File: config.mk
export PLATFORM = sky130hd
export DESIGN_NAME = uart_cmd_responder
export DESIGN_NICKNAME = d
export VERILOG_FILES = /design/src/rtl/uart_cmd_pkg.sv /design/src/rtl/uart_cmd_regfile.sv /design/src/rtl/uart_cmd_responder.sv
export SDC_FILE = /design/constraint.sdc
export NUM_CORES = 1
export LEC_CHECK = 0
export ABC_AREA = 0
export BUFFER_PORTS_ARGS = -buffer_cell sky130_fd_sc_hd__clkbuf_2
export CORE_MARGIN = 5
export CORE_UTILIZATION = 55
export DETAILED_ROUTE_END_ITERATION = 8
export GPL_TIMING_DRIVEN = 0
export PLACE_DENSITY_LB_ADDON = 0.25
export SLEW_MARGIN = 10
export SYNTH_ARGS = -nofsm -noshare
export SYNTH_HDL_FRONTEND = slang
export SYNTH_HIERARCHICAL = 1
export SYNTH_SLANG_ARGS = --single-unit
File: constraint.sdc
create_clock -name sys_clk -period 4.5 [get_ports sys_clk]
set_input_delay 0.45 -clock sys_clk [delete_from_list [all_inputs] [get_ports sys_clk]]
set_output_delay 0.45 -clock sys_clk [all_outputs]
set_load 0.01 [all_outputs]
File: src/rtl/uart_cmd_pkg.sv
// Shared constants and state encoding for the UART command responder and its bench.
package uart_cmd_pkg;

    localparam logic [7:0] CMD_WR  = 8'hA1;
    localparam logic [7:0] CMD_RD  = 8'hA2;
    localparam logic [7:0] RSP_NAK = 8'hEE;

    typedef enum logic [2:0] {
        ST_IDLE      = 3'd0,
        ST_GET_ADDR  = 3'd1,
        ST_GET_DATA  = 3'd2,
        ST_EXEC      = 3'd3,
        ST_SEND      = 3'd4,
        ST_WAIT_DONE = 3'd5
    } state_e;

endpackage

File: src/rtl/uart_cmd_regfile.sv
// Small register bank: one synchronous write port, flattened combinational read bus.
module uart_cmd_regfile
    import uart_cmd_pkg::*;
#(
    parameter int NREGS = 4
) (
    input  logic               clk,
    input  logic               rst,
    input  logic               we,
    input  logic [7:0]         addr,
    input  logic [7:0]         wdata,
    output logic [NREGS*8-1:0] regs
);

    logic [7:0] mem [NREGS];

    // Register storage; the caller only raises we for an in-range address.
    always_ff @(posedge clk or posedge rst) begin
        if (rst) begin
            for (int i = 0; i < NREGS; i++) mem[i] <= 8'h00;
        end else if (we) begin
            for (int i = 0; i < NREGS; i++) begin
                if (addr == 8'(i)) mem[i] <= wdata;
            end
        end
    end

    // Flatten the array so register k sits at regs[8k+7:8k].
    always_comb begin
        regs = '0;
        for (int i = 0; i < NREGS; i++) regs[8*i +: 8] = mem[i];
    end

endmodule

File: src/rtl/uart_cmd_responder.sv
// Device-side UART command responder: assembles {cmd, addr, data} frames,
// executes register reads/writes and returns one response byte per frame.
//
//  state        | meaning
//  -------------+----------------------------------------------------------
//  ST_IDLE      | waiting for command byte
//  ST_GET_ADDR  | waiting for address byte (timeout armed)
//  ST_GET_DATA  | waiting for data byte (timeout armed)
//  ST_EXEC      | one cycle: perform write, compute response
//  ST_SEND      | one cycle: tx_wr strobe with response byte
//  ST_WAIT_DONE | holding tx_data until transmitter reports tx_done
module uart_cmd_responder
    import uart_cmd_pkg::*;
#(
    parameter int NREGS       = 4,
    parameter int TIMEOUT_CYC = 100000
) (
    input  logic               sys_clk,
    input  logic               sys_rst,
    input  logic [7:0]         rx_data,
    input  logic               rx_done,
    output logic [7:0]         tx_data,
    output logic               tx_wr,
    input  logic               tx_done,
    output logic [NREGS*8-1:0] regs_o,
    output logic [7:0]         debug_o,
    output logic               busy_o,
    output logic               frame_err_o
);

    localparam int TMO_W = $clog2(TIMEOUT_CYC + 1);
    localparam logic [TMO_W-1:0] TMO_LAST = TMO_W'(TIMEOUT_CYC - 1);

    state_e           state;
    logic [7:0]       cmd;
    logic [7:0]       addr;
    logic [7:0]       data_b;
    logic [7:0]       rsp;
    logic [7:0]       rd_byte;
    logic [TMO_W-1:0] tmo_cnt;
    logic [TMO_W-1:0] tmo_inc;
    logic             addr_ok;
    logic             we;
    logic             frame_err;
    logic             rx_dropped;

    // Full 8-bit compare so out-of-range addresses never alias onto real registers.
    assign addr_ok    = {1'b0, addr} < 9'(NREGS);
    assign we         = (state == ST_EXEC) && (cmd == CMD_WR) && addr_ok;
    assign tmo_inc    = (tmo_cnt == '1) ? tmo_cnt : tmo_cnt + 1'b1;
    assign rx_dropped = rx_done && ((state == ST_EXEC) || (state == ST_SEND) ||
                                    (state == ST_WAIT_DONE));

    assign tx_wr       = (state == ST_SEND);
    assign tx_data     = rsp;
    assign busy_o      = (state != ST_IDLE);
    assign debug_o     = regs_o[7:0];
    assign frame_err_o = frame_err;

    uart_cmd_regfile #(.NREGS(NREGS)) u_regfile (
        .clk   (sys_clk),
        .rst   (sys_rst),
        .we    (we),
        .addr  (addr),
        .wdata (data_b),
        .regs  (regs_o)
    );

    // Read mux over the flattened bus; only meaningful when addr_ok.
    always_comb begin
        rd_byte = 8'h00;
        for (int i = 0; i < NREGS; i++) begin
            if (addr == 8'(i)) rd_byte = regs_o[8*i +: 8];
        end
    end

    // Frame sequencing, timeout and response generation.
    always_ff @(posedge sys_clk or posedge sys_rst) begin
        if (sys_rst) begin
            state     <= ST_IDLE;
            cmd       <= 8'h00;
            addr      <= 8'h00;
            data_b    <= 8'h00;
            rsp       <= 8'h00;
            tmo_cnt   <= '0;
            frame_err <= 1'b0;
        end else begin
            frame_err <= rx_dropped;
            case (state)
                ST_IDLE: begin
                    if (rx_done) begin
                        cmd <= rx_data;
                        if (rx_data == CMD_WR || rx_data == CMD_RD) begin
                            tmo_cnt <= '0;
                            state   <= ST_GET_ADDR;
                        end else begin
                            rsp   <= RSP_NAK;
                            state <= ST_SEND;
                        end
                    end
                end
                ST_GET_ADDR: begin
                    // A byte arriving in the expiry cycle still wins.
                    if (rx_done) begin
                        addr    <= rx_data;
                        tmo_cnt <= '0;
                        state   <= ST_GET_DATA;
                    end else if (tmo_cnt == TMO_LAST) begin
                        frame_err <= 1'b1;
                        state     <= ST_IDLE;
                    end else begin
                        tmo_cnt <= tmo_inc;
                    end
                end
                ST_GET_DATA: begin
                    if (rx_done) begin
                        data_b  <= rx_data;
                        tmo_cnt <= '0;
                        state   <= ST_EXEC;
                    end else if (tmo_cnt == TMO_LAST) begin
                        frame_err <= 1'b1;
                        state     <= ST_IDLE;
                    end else begin
                        tmo_cnt <= tmo_inc;
                    end
                end
                ST_EXEC: begin
                    if (!addr_ok)             rsp <= RSP_NAK;
                    else if (cmd == CMD_WR)   rsp <= ~data_b;
                    else                      rsp <= rd_byte;
                    state <= ST_SEND;
                end
                ST_SEND: begin
                    state <= ST_WAIT_DONE;
                end
                ST_WAIT_DONE: begin
                    if (tx_done) state <= ST_IDLE;
                end
                default: begin
                    state <= ST_IDLE;
                end
            endcase
        end
    end

endmodule

Yosys cells after proc, flatten, opt, wreduce, memory -nomap -nowiden
Cells that the tools add are included.
W data, S select, Z words.
- bits in registers: 85
- output and inout port bits: 51
- logic and storage cells: 80
- $add $sub $neg: 1
- magnitude comparators: 1
- eq/ne operators: 19
- multiplexer cells: 25
- bitwise operators: 1
- reductions and logical operators: 22
- operator list (operator ; number):
    $mux W17 ; 5
    $mux W8 ; 8
    $eq A17 B17 Y1 const B ; 2
    $pmux W17 S2 ; 1
    $eq A8 B8 Y1 const B ; 3
    $mux W3 ; 6
    $pmux W3 S6 ; 1
    $add A17 B1 Y17 const B ; 1
    $eq A8 B2 Y1 const B ; 2
    $pmux W8 S2 ; 1
    $reduce_and A2 Y1 ; 8
    $eq A8 B1 Y1 const B ; 1
    $logic_not A8 Y1 ; 1
    $lt A8 B3 Y1 const B ; 1
    $ne A2 B2 Y1 const B ; 4
    $not A8 Y8 ; 1
    $eq A3 B2 Y1 const B ; 2
    $eq A3 B3 Y1 const B ; 2
    $ne A3 B3 Y1 const B ; 2
    $reduce_and A5 Y1 ; 1
    $reduce_bool A2 Y1 ; 2
    $eq A3 B1 Y1 const B ; 1
    $logic_and A1 B1 Y1 ; 3
    $logic_not A3 Y1 ; 1
    other kinds (5) ; 9

Logic depth before layout (Yosys ltp)
Gate-level depths: netlist of the first run.
- word-level depth: 8
- gate-level depth with buffers: 12
- gate-level depth less buffers: 10

By module
The synthesis of the first run kept the hierarchy.
- modules (own cells, without submodules) (module ; instances ; cells an instance ; area each (sq um) ; seq. area each (sq um)):
    uart_cmd_responder ; 1 ; 264 ; 2869.0 ; 1326.3
    uart_cmd_regfile ; 1 ; 73 ; 1258.7 ; 800.8

Worst setup path after synthesis of the first run
Ideal clock, no wire load.
- path type: reg2reg
- start point: register state[0]
- end point: register u_regfile.mem (netlist bit u_regfile/regs[0])
- arrival: 2.730 ns
- setup slack: 1.645 ns
- stages on the path, launching flop included: 10
- path buffers: 2
- period minus slack after synthesis: 2.855 ns
- cell sequence: dfrtp_1 > clkbuf_1 > nand2_1 > or2_2 > nor4_2 > and3_1 > nor4b_4 > and3b_2 > buf_6 > mux2_2
- cells in the longest elaborated chain, start to end: 4
- ends and longest elaborated chain (what ; line ; text):
    from (decl) ; uart_cmd_responder.sv:34 ; state_e state;
    from (signal assigned) ; uart_cmd_responder.sv:80 ; state <= ST_IDLE;
    from (signal assigned) ; uart_cmd_responder.sv:95 ; state <= ST_GET_ADDR;
    from (signal assigned) ; uart_cmd_responder.sv:98 ; state <= ST_SEND;
    $eq A3 B2 Y1 ; uart_cmd_responder.sv:49 ; assign we = (state == ST_EXEC) && (cmd == CMD_WR) && addr_ok;
    $logic_and A1 B1 Y1 (2 in a row) ; uart_cmd_responder.sv:49 ;
    named net we ; uart_cmd_responder.sv:43 ; logic we;
    $reduce_and A2 Y1 (no source line) ; -- ;
    to (signal, indexed assignment) ; uart_cmd_regfile.sv:23 ; if (addr == 8'(i)) mem[i] <= wdata;
    to (decl) ; uart_cmd_regfile.sv:15 ; logic [7:0] mem [NREGS];
The timed path passes the listed nets, and every way through them passes these cells.
A chain may end at the register's enable or synchronous reset.

Worst setup path in the final report of the first run
- start point: register state[1]
- end point: register u_regfile.mem (netlist bit u_regfile/regs[10])
The elaborated chain is that of the path after synthesis.

==> impl_metrics.ini, run 1 <==
[timing]
finalHoldViolCount = 0
fin_skew_ns = 0.00829
drv_slew = 0
rsz0062_at_grt = false
slew_headroom = 0.331
period_needed_ns = 3.60
setup_tns_ns = 0
tightest_slew_ns = 0.995
max_freq_mhz = 278
min_period_over_period = 0.799
setup_viol = 0

[global_routing]
antenna_found_initial = 0
grt_usage = 0.201
grt_pass1_vias = 3015
grt_remaining_overflow = 0
grt_pass1_wl_mm = 15.3
grt_max_degree = 33

[yosys]
ys_seq_area_frac = 0.515
syn-cell-area_sq_um = 4130
async_reset_ff_frac = 1.00
ys.flop_type = dfrtp_1
synth_edf_count = 0
synth_seq_cells = 85
syn_nets = 351
yosys_warnings = 6
syn_inst = 337
yosysUniqueCellTypes = 52
syn_area_per_cell_sq_um = 12.2

[drt]
post_drt_via_cell_ratio = 5.71
post-route-drc-count = 0
firstDrtPassIters = 4
wl_per_cell_microns = 17.4
vias = 2933
drtAntennaViolNets = 0
drt_iter0_markers = 92
drt_wl_total_mm = 8.96

[final_layout]
stdcell_count = 514
fill_cells = 601
multi_input_area_sq_um = 1860
drive_gt1_frac = 0.405
regArea_sq_um = 2130
n_antenna_cell = 0
layout.nets = 425
mostFrequentLayoutCell = dfrtp_1
syn2layout_area_growth_pct = 15.7
most-common-layout-cells = 85 x dfrtp_1, 62 x clkbuf_2, 57 x mux2_2, 24 x nor2_1, 24 x a21oi_1

[critical_path]
end_kind = flip-flop
crit_type = reg -> reg
r2r_start = state[1]$_DFFE_PP0P_
slowest_delay_ns = 0.82
critPathSlowestCell = nor4_2
critPathMaxFanout = 10
worstRegToRegCells = 8
r2r_setup_slack_ns = 0.90
cp_data_required_time_ns = 4.74
worstPathArrival_ns = 3.84
reg2reg_to = u_regfile/regs[10]$_DFFE_PP0P_
path_cells = clkbuf_1, nand2_1, or2_2, nor4_2, and3_1, nor4b_4, nand4b_2, mux2_2
startpoint_type = flip-flop

[placed_design]
gp_congestion = 0.814
dp.cells = 499
portBuffers = 62
dp.final_hpwl_mm = 6.43

[flow_run]
cap_violations = 0

[clock_network]
post_cts_resized = 0
holdBufCountCts = 0
clk_pin_slew_worst_paths_ns = 0.09
clkLatencyLatePin_ns = 0.36
cts_buffer_depth = 2
post_cts_buffers = 0
htree_levels = 3
cts_tree = yes
cts_buffers = 9
cts.sinks = 85
cts_root_buffer = clkbuf_8

[power]
power_density_nw_per_um2 = 456
ir_worst_vdd_v = 0.000284
p_leak_nw = 2.23

[status]
status = finished, final reports clean

[die]
die_w_microns = 96.6
core-area_sq_um = 7290
die-area_sq_um = 9340
initial_core_util = 0.566
die_h_microns = 96.6
io_pins = 63
row_count = 31

[worst_hold_path]
worstHoldPathType = in -> async
-- cell usage after synthesis (all sizes together) (4+ instances only) --
cell type,count,area share
mux4,8,0.044
buf,11,0.023
nand3,4,0.0061
nand4,5,0.0091
or3,10,0.015
a22o,4,0.0085
nor2,24,0.022
nand2,16,0.015
nor3,4,0.0049
a21oi,24,0.029
o31ai,4,0.0073
o21ai,16,0.019
dfrtp,85,0.52
mux2,57,0.16
clkbuf,9,0.0082
or4b,4,0.0097
-- where the power goes --
| group | total [mW] | internal, mW | switching [mW] |
|---|---|---|---|
| Clock | 0.548 | 0.258 | 0.290 |
| Combinational | 0.584 | 0.270 | 0.314 |
| Sequential | 1.05 | 0.901 | 0.144 |
-- state kept, by name, summed over array words and instances, names as in the netlist --
| name | count |
|---|---|
| tmo_cnt | 17 |
| cmd | 8 |
| addr | 8 |
| data_b | 8 |
| state | 3 |
| u_regfile/regs | 32 |
| frame_err_o | 1 |
| tx_data | 8 |
-- area by class of cell --
class / count / share of cell area
plain buffers: 20 / 0.0267
clock buffers: 9 / 0.0259
clock inverters: 6 / 0.0149
inverters: 3 / 0.00236
multi-input cells: 229 / 0.390
flip-flops and latches: 85 / 0.445
well taps: 99 / 0.0259
repair buffers: 63 / 0.0691
-- metal layers --
metal,track usage,wire length [microns],up-vias
met3,0.0331,295,12
met2,0.323,4440,54
met4,0.0767,148,0
met1,0.273,4080,1473
li1,-,-,1394
met5,0,0,-
-- cells by family after synthesis --
logic type | share of synthesized area
compound gates | 0.0815
xor+xnor | 0.00637
fa+ha+maj | 0.00606
buf+inv | 0.0336
flops | 0.515
mux | 0.199
simple gates | 0.158
-- worst max-delay path, delay by kind of cell, from the launching register on --
kind	cells	cell delay [ns]
buf+inv	1	0.35
flops	1	0.43
mux	1	0.40
simple gates	6	2.29
-- per-stage QoR --
| step | setup WS (ns) | total power [mW] | instance area (sq um) | hold WS (ns) | utilization |
|---|---|---|---|---|---|
| after floorplan | 1.64 | 1.47 | 4130 | 0.470 | - |
| after global placement | 1.01 | 1.62 | 4560 | 0.482 | 0.626 |
| after detailed placement | 0.967 | 1.65 | 4580 | 0.489 | 0.628 |
| after CTS | 0.937 | 2.19 | 4780 | 0.122 | 0.655 |
| after global routing | 0.706 | 2.31 | 4780 | 0.164 | 0.655 |
| final | 0.903 | 2.18 | 4780 | 0.116 | 0.655 |
-- worst max path at each step --
stage | start | end | slack, ns | cells after the start
2_1_floorplan | state[0]$_DFFE_PP0P_ | u_regfile/regs[0]$_DFFE_PP0P_ | 1.64 | 9
3_3_place_gp | state[0]$_DFFE_PP0P_ | u_regfile/regs[13]$_DFFE_PP0P_ | 1.01 | 8
3_5_place_dp | state[0]$_DFFE_PP0P_ | u_regfile/regs[13]$_DFFE_PP0P_ | 0.97 | 8
4_1_cts | state[1]$_DFFE_PP0P_ | u_regfile/regs[10]$_DFFE_PP0P_ | 0.94 | 8
5_1_grt | state[1]$_DFFE_PP0P_ | u_regfile/regs[10]$_DFFE_PP0P_ | 0.71 | 8
6_report | state[1]$_DFFE_PP0P_ | u_regfile/regs[10]$_DFFE_PP0P_ | 0.90 | 8
(Power assumes the default switching activity.)
==> run 2, diff against run 1 <==
==> constraint.sdc (replaced) <==
create_clock -name sys_clk -period 3.7 [get_ports sys_clk]
set_input_delay 0.37 -clock sys_clk [delete_from_list [all_inputs] [get_ports sys_clk]]
set_output_delay 0.37 -clock sys_clk [all_outputs]
set_load 0.01 [all_outputs]
==> impl_metrics.ini, run 2 (synthesis gave the netlist of run 1 again) <==
[timing]
slew_headroom = 0.518
drv_slew = 0
setup_viol = 0
setup_tns_ns = 0
setup_ws_ns = 0.386
min_period_over_period = 0.896
rsz0062_at_grt = false
tightest_slew_ns = 0.723
fin_skew_ns = 0.00825
max_freq_mhz = 302
finalHoldViolCount = 0
period_needed_ns = 3.31

[die]
core-area_sq_um = 7290
io_pins = 63
die_w_microns = 96.6
die-area_sq_um = 9340
row_count = 31
initial_core_util = 0.566
die_h_microns = 96.6

[placed_design]
gp_congestion = 0.814
dp.final_hpwl_mm = 6.43
portBuffers = 62
dpl_worst_slack_ns = 0.167

[power]
ir_worst_vdd_v = 0.000347
power_density_nw_per_um2 = 555
p_leak_nw = 2.23
p_total_mw = 2.66

[drt]
drtAntennaViolNets = 0
vias = 2931
wl_per_cell_microns = 17.4
drt_wl_total_mm = 8.96
drt_iter0_markers = 92
post_drt_via_cell_ratio = 5.70
post-route-drc-count = 0
firstDrtPassIters = 4

[clock_network]
htree_levels = 3
clk_pin_slew_worst_paths_ns = 0.09
post_cts_buffers = 0
cts_buffers = 9
clkLatencyLatePin_ns = 0.36
cts_tree = yes
cts_buffer_depth = 2
cts_root_buffer = clkbuf_8
cts.sinks = 85

[global_routing]
grt_max_degree = 33
grt_remaining_overflow = 0
antenna_found_initial = 0
grt_pass1_vias = 3015
grt_pass1_wl_mm = 15.3
grt_usage = 0.201

[critical_path]
cp_data_required_time_ns = 3.94
worstPathArrival_ns = 3.56
end_kind = flip-flop
critPathMaxFanout = 10
crit_type = reg -> reg
startpoint_type = flip-flop

[final_layout]
syn2layout_area_growth_pct = 15.9
most-common-layout-cells = 85 x dfrtp_1, 62 x clkbuf_2, 57 x mux2_2, 24 x nor2_1, 24 x a21oi_1
n_antenna_cell = 0
layout.nets = 425
fin_util = 0.656
fill_cells = 599
largest_register_ff_count = 32
mostFrequentLayoutCell = dfrtp_1
drive_gt1_frac = 0.405

[worst_hold_path]
worstHoldPathType = in -> async

[status]
status = finished, final reports clean

[flow_run]
cap_violations = 0
[run 2: what timing repair did]
action                     CTS  global route
hold buffers                 0             0
resized for setup            0             1
setup endpoints to repair    0            23
[run 2: layout make-up]
class,instances,area (sq um),area share
sequential,85,2130,0.444
multi-input combinational,229,1870,0.391
timing repair buffer,63,330,0.0690
buffer,20,128,0.0267
clock buffer,9,124,0.0259
tap,99,124,0.0259
clock inverter,6,71.3,0.0149
inverter,3,11.3,0.00235
[run 2: critical path, cell delays in order, from the launching register on]
cell	delay, ns
dfrtp_1	0.43
clkbuf_1	0.35
nand2_1	0.12
or2_2	0.34
nor4_4	0.55
and3_1	0.27
nor4b_4	0.33
nand4b_2	0.40
mux2_2	0.40
[run 2: final timing paths]
kind	depth (start not counted)	slack (ns)	startpoint	to
max in group asynchronous	3	3.12	sys_rst	cmd[1]$_DFFE_PP0P_
worst min-delay path	2	0.04	sys_rst	tx_data[7]$_DFFE_PP0P_
worst max-delay path	8	0.39	state[1]$_DFFE_PP0P_	u_regfile/regs[10]$_DFFE_PP0P_
worst max register to register	8	0.39	state[1]$_DFFE_PP0P_	u_regfile/regs[10]$_DFFE_PP0P_
worst min register to register	1	0.51	cmd[0]$_DFFE_PP0P_	cmd[0]$_DFFE_PP0P_
min in group sys_clk	2	0.30	rx_data[4]	data_b[4]$_DFFE_PP0P_
[run 2: through the flow]
stage               std cells  cell area, sq um  hold slack, ns
global route              514              4790          0.0845
floorplan                 337              4130           0.470
detailed placement        499              4580           0.436
CTS                       514              4780          0.0419
finish                    514              4790          0.0357
global placement          498              4560           0.482
[run 2: layer usage]
metal	wire (microns)	part of all wire	up-vias	global-route usage
met5	0	0	-	0
met4	148	0.017	0	0.0767
met3	314	0.035	12	0.0331
met2	4430	0.49	58	0.323
met1	4060	0.45	1468	0.273
li1	-	-	1393	-
[run 2: report_power, final]
group	internal, mW	total (mW)	leakage, nW	switching, mW
logic	0.328	0.713	1.03	0.385
clock network	0.314	0.667	0.0923	0.353
registers	1.10	1.28	1.11	0.180
==> run 3, diff against run 2 <==
--- a/config.mk
+++ b/config.mk
@@ -8,7 +8,7 @@
 export ABC_AREA = 0
 export BUFFER_PORTS_ARGS = -buffer_cell sky130_fd_sc_hd__clkbuf_2
 export CORE_MARGIN = 5
-export CORE_UTILIZATION = 55
+export CORE_UTILIZATION = 57
 export DETAILED_ROUTE_END_ITERATION = 8
 export GPL_TIMING_DRIVEN = 0
 export PLACE_DENSITY_LB_ADDON = 0.25
==> impl_metrics.ini, run 3 (synthesis gave the netlist of run 1 again) <==
[timing]
finalHoldViolCount = 0
period_needed_ns = 3.30
setup_tns_ns = 0
max_freq_mhz = 303
drv_slew = 0
fin_skew_ns = 0.00795
tightest_slew_ns = 0.842
setup_viol = 0
rsz0062_at_grt = false
setup_ws_ns = 0.399
min_period_over_period = 0.892
slew_headroom = 0.439

[final_layout]
final_area_sq_um = 4880
most-common-layout-cells = 85 x dfrtp_1, 62 x clkbuf_2, 57 x mux2_2, 24 x nor2_1, 24 x a21oi_1
mostFrequentLayoutCell = dfrtp_1
drive_gt1_frac = 0.404
n_antenna_cell = 0
fill_cells = 552
largest_register_ff_count = 32
stdcell_count = 515
layout.nets = 425
syn2layout_area_growth_pct = 18.2

[worst_hold_path]
worstHoldPathType = in -> async

[clock_network]
cts_buffers = 9
post_cts_buffers = 0
cts_root_buffer = clkbuf_8
clk_pin_slew_worst_paths_ns = 0.09
cts.sinks = 85
clkLatencyLatePin_ns = 0.35
cts_buffer_depth = 2
htree_levels = 3
cts_tree = yes

[die]
core-area_sq_um = 7140
die_h_microns = 95.1
die-area_sq_um = 9040
row_count = 31
initial_core_util = 0.578
io_pins = 63
die_w_microns = 95.1

[drt]
post-route-drc-count = 0
post_drt_via_cell_ratio = 5.92
firstDrtPassIters = 4
vias = 3048
wl_per_cell_microns = 18.2
drt_iter0_markers = 148
drt_wl_total_mm = 9.37
drtAntennaViolNets = 0

[global_routing]
antenna_found_initial = 0
grt_max_degree = 34
grt_remaining_overflow = 0
grt_pass1_vias = 2959
grt_usage = 0.218
grt_pass1_wl_mm = 15.1

[power]
power_density_nw_per_um2 = 597
p_leak_nw = 2.28
ir_worst_vdd_v = 0.000445

[critical_path]
cp_data_required_time_ns = 3.94
startpoint_type = flip-flop
critPathMaxFanout = 10
crit_type = reg -> reg
worstPathArrival_ns = 3.54
end_kind = flip-flop
worstRegToRegCells = 8

[placed_design]
portBuffers = 62
place_area_sq_um = 4580
dp.cells = 499
gp_congestion = 0.850
dp.final_hpwl_mm = 6.63
dpl_worst_slack_ns = 0.196

[status]
status = finished, final reports clean

[flow_run]
cap_violations = 0
run 3: changes by cell type in the layout (fill, tap and decap cells not counted), sizes merged:
cell / change
bufinv: +4
inv: -2
clkinvlp: -2
clkbuf: +1
run 3: area by class of cell:
class | instances | area, sq um | share of cell area
Clock buffer | 10 | 128 | 0.0262
Sequential cell | 85 | 2130 | 0.436
Multi-Input combinational cell | 229 | 1870 | 0.384
Clock inverter | 6 | 159 | 0.0326
Buffer | 20 | 128 | 0.0262
Inverter | 3 | 11.3 | 0.00231
Timing Repair Buffer | 63 | 330 | 0.0677
Tap cell | 99 | 124 | 0.0254
run 3: routing by layer:
metal | part of all wire | wire length [microns] | GRT usage
met2 | 0.51 | 4750 | 0.346
met3 | 0.044 | 415 | 0.0339
met5 | 0 | 0 | 0
met1 | 0.43 | 4020 | 0.304
met4 | 0.019 | 180 | 0.0805
run 3: worst paths after layout:
path                                      start                              to  slack, ns
hold / removal                          sys_rst          tx_data[1]$_DFFE_PP0P_       0.04
hold reg to reg              cmd[7]$_DFFE_PP0P_              cmd[7]$_DFFE_PP0P_       0.51
setup / recovery           state[0]$_DFFE_PP0P_  u_regfile/regs[13]$_DFFE_PP0P_       0.40
setup reg to reg           state[0]$_DFFE_PP0P_  u_regfile/regs[13]$_DFFE_PP0P_       0.40
min in group sys_clk                 rx_data[4]              cmd[4]$_DFFE_PP0P_       0.31
max in group asynchronous               sys_rst           frame_err_o$_DFF_PP0_       3.11
run 3: per-stage QoR:
stage | power (mW) | util | hold slack [ns]
floorplan | 1.79 | - | 0.470
global placement | 1.98 | 0.639 | 0.480
detailed placement | 2.01 | 0.642 | 0.411
CTS | 2.92 | 0.682 | 0.0360
global route | 3.06 | 0.683 | 0.0833
finish | 2.91 | 0.683 | 0.0409
run 3: worst max-delay path: stages (launching register included):
cell and delay (ns):
dfrtp_1 0.41, clkbuf_1 0.37, nand2_1 0.12, or2_2 0.34
nor4_4 0.53, and3_1 0.26, nor4b_4 0.31, nand4b_2 0.43
mux2_2 0.41
run 3: power breakdown:
| group | internal, mW | leakage (nW) | switching (mW) |
|---|---|---|---|
| sequential | 1.10 | 1.11 | 0.188 |
| combinational | 0.329 | 1.03 | 0.391 |
| clock | 0.586 | 0.141 | 0.323 |
| total | 2.01 | 2.28 | 0.902 |
run 3: repair_timing:
item / in CTS / in global routing
resized for setup: 0 / 1
hold buffers: 0 / 0
setup endpoints to repair: 0 / 8
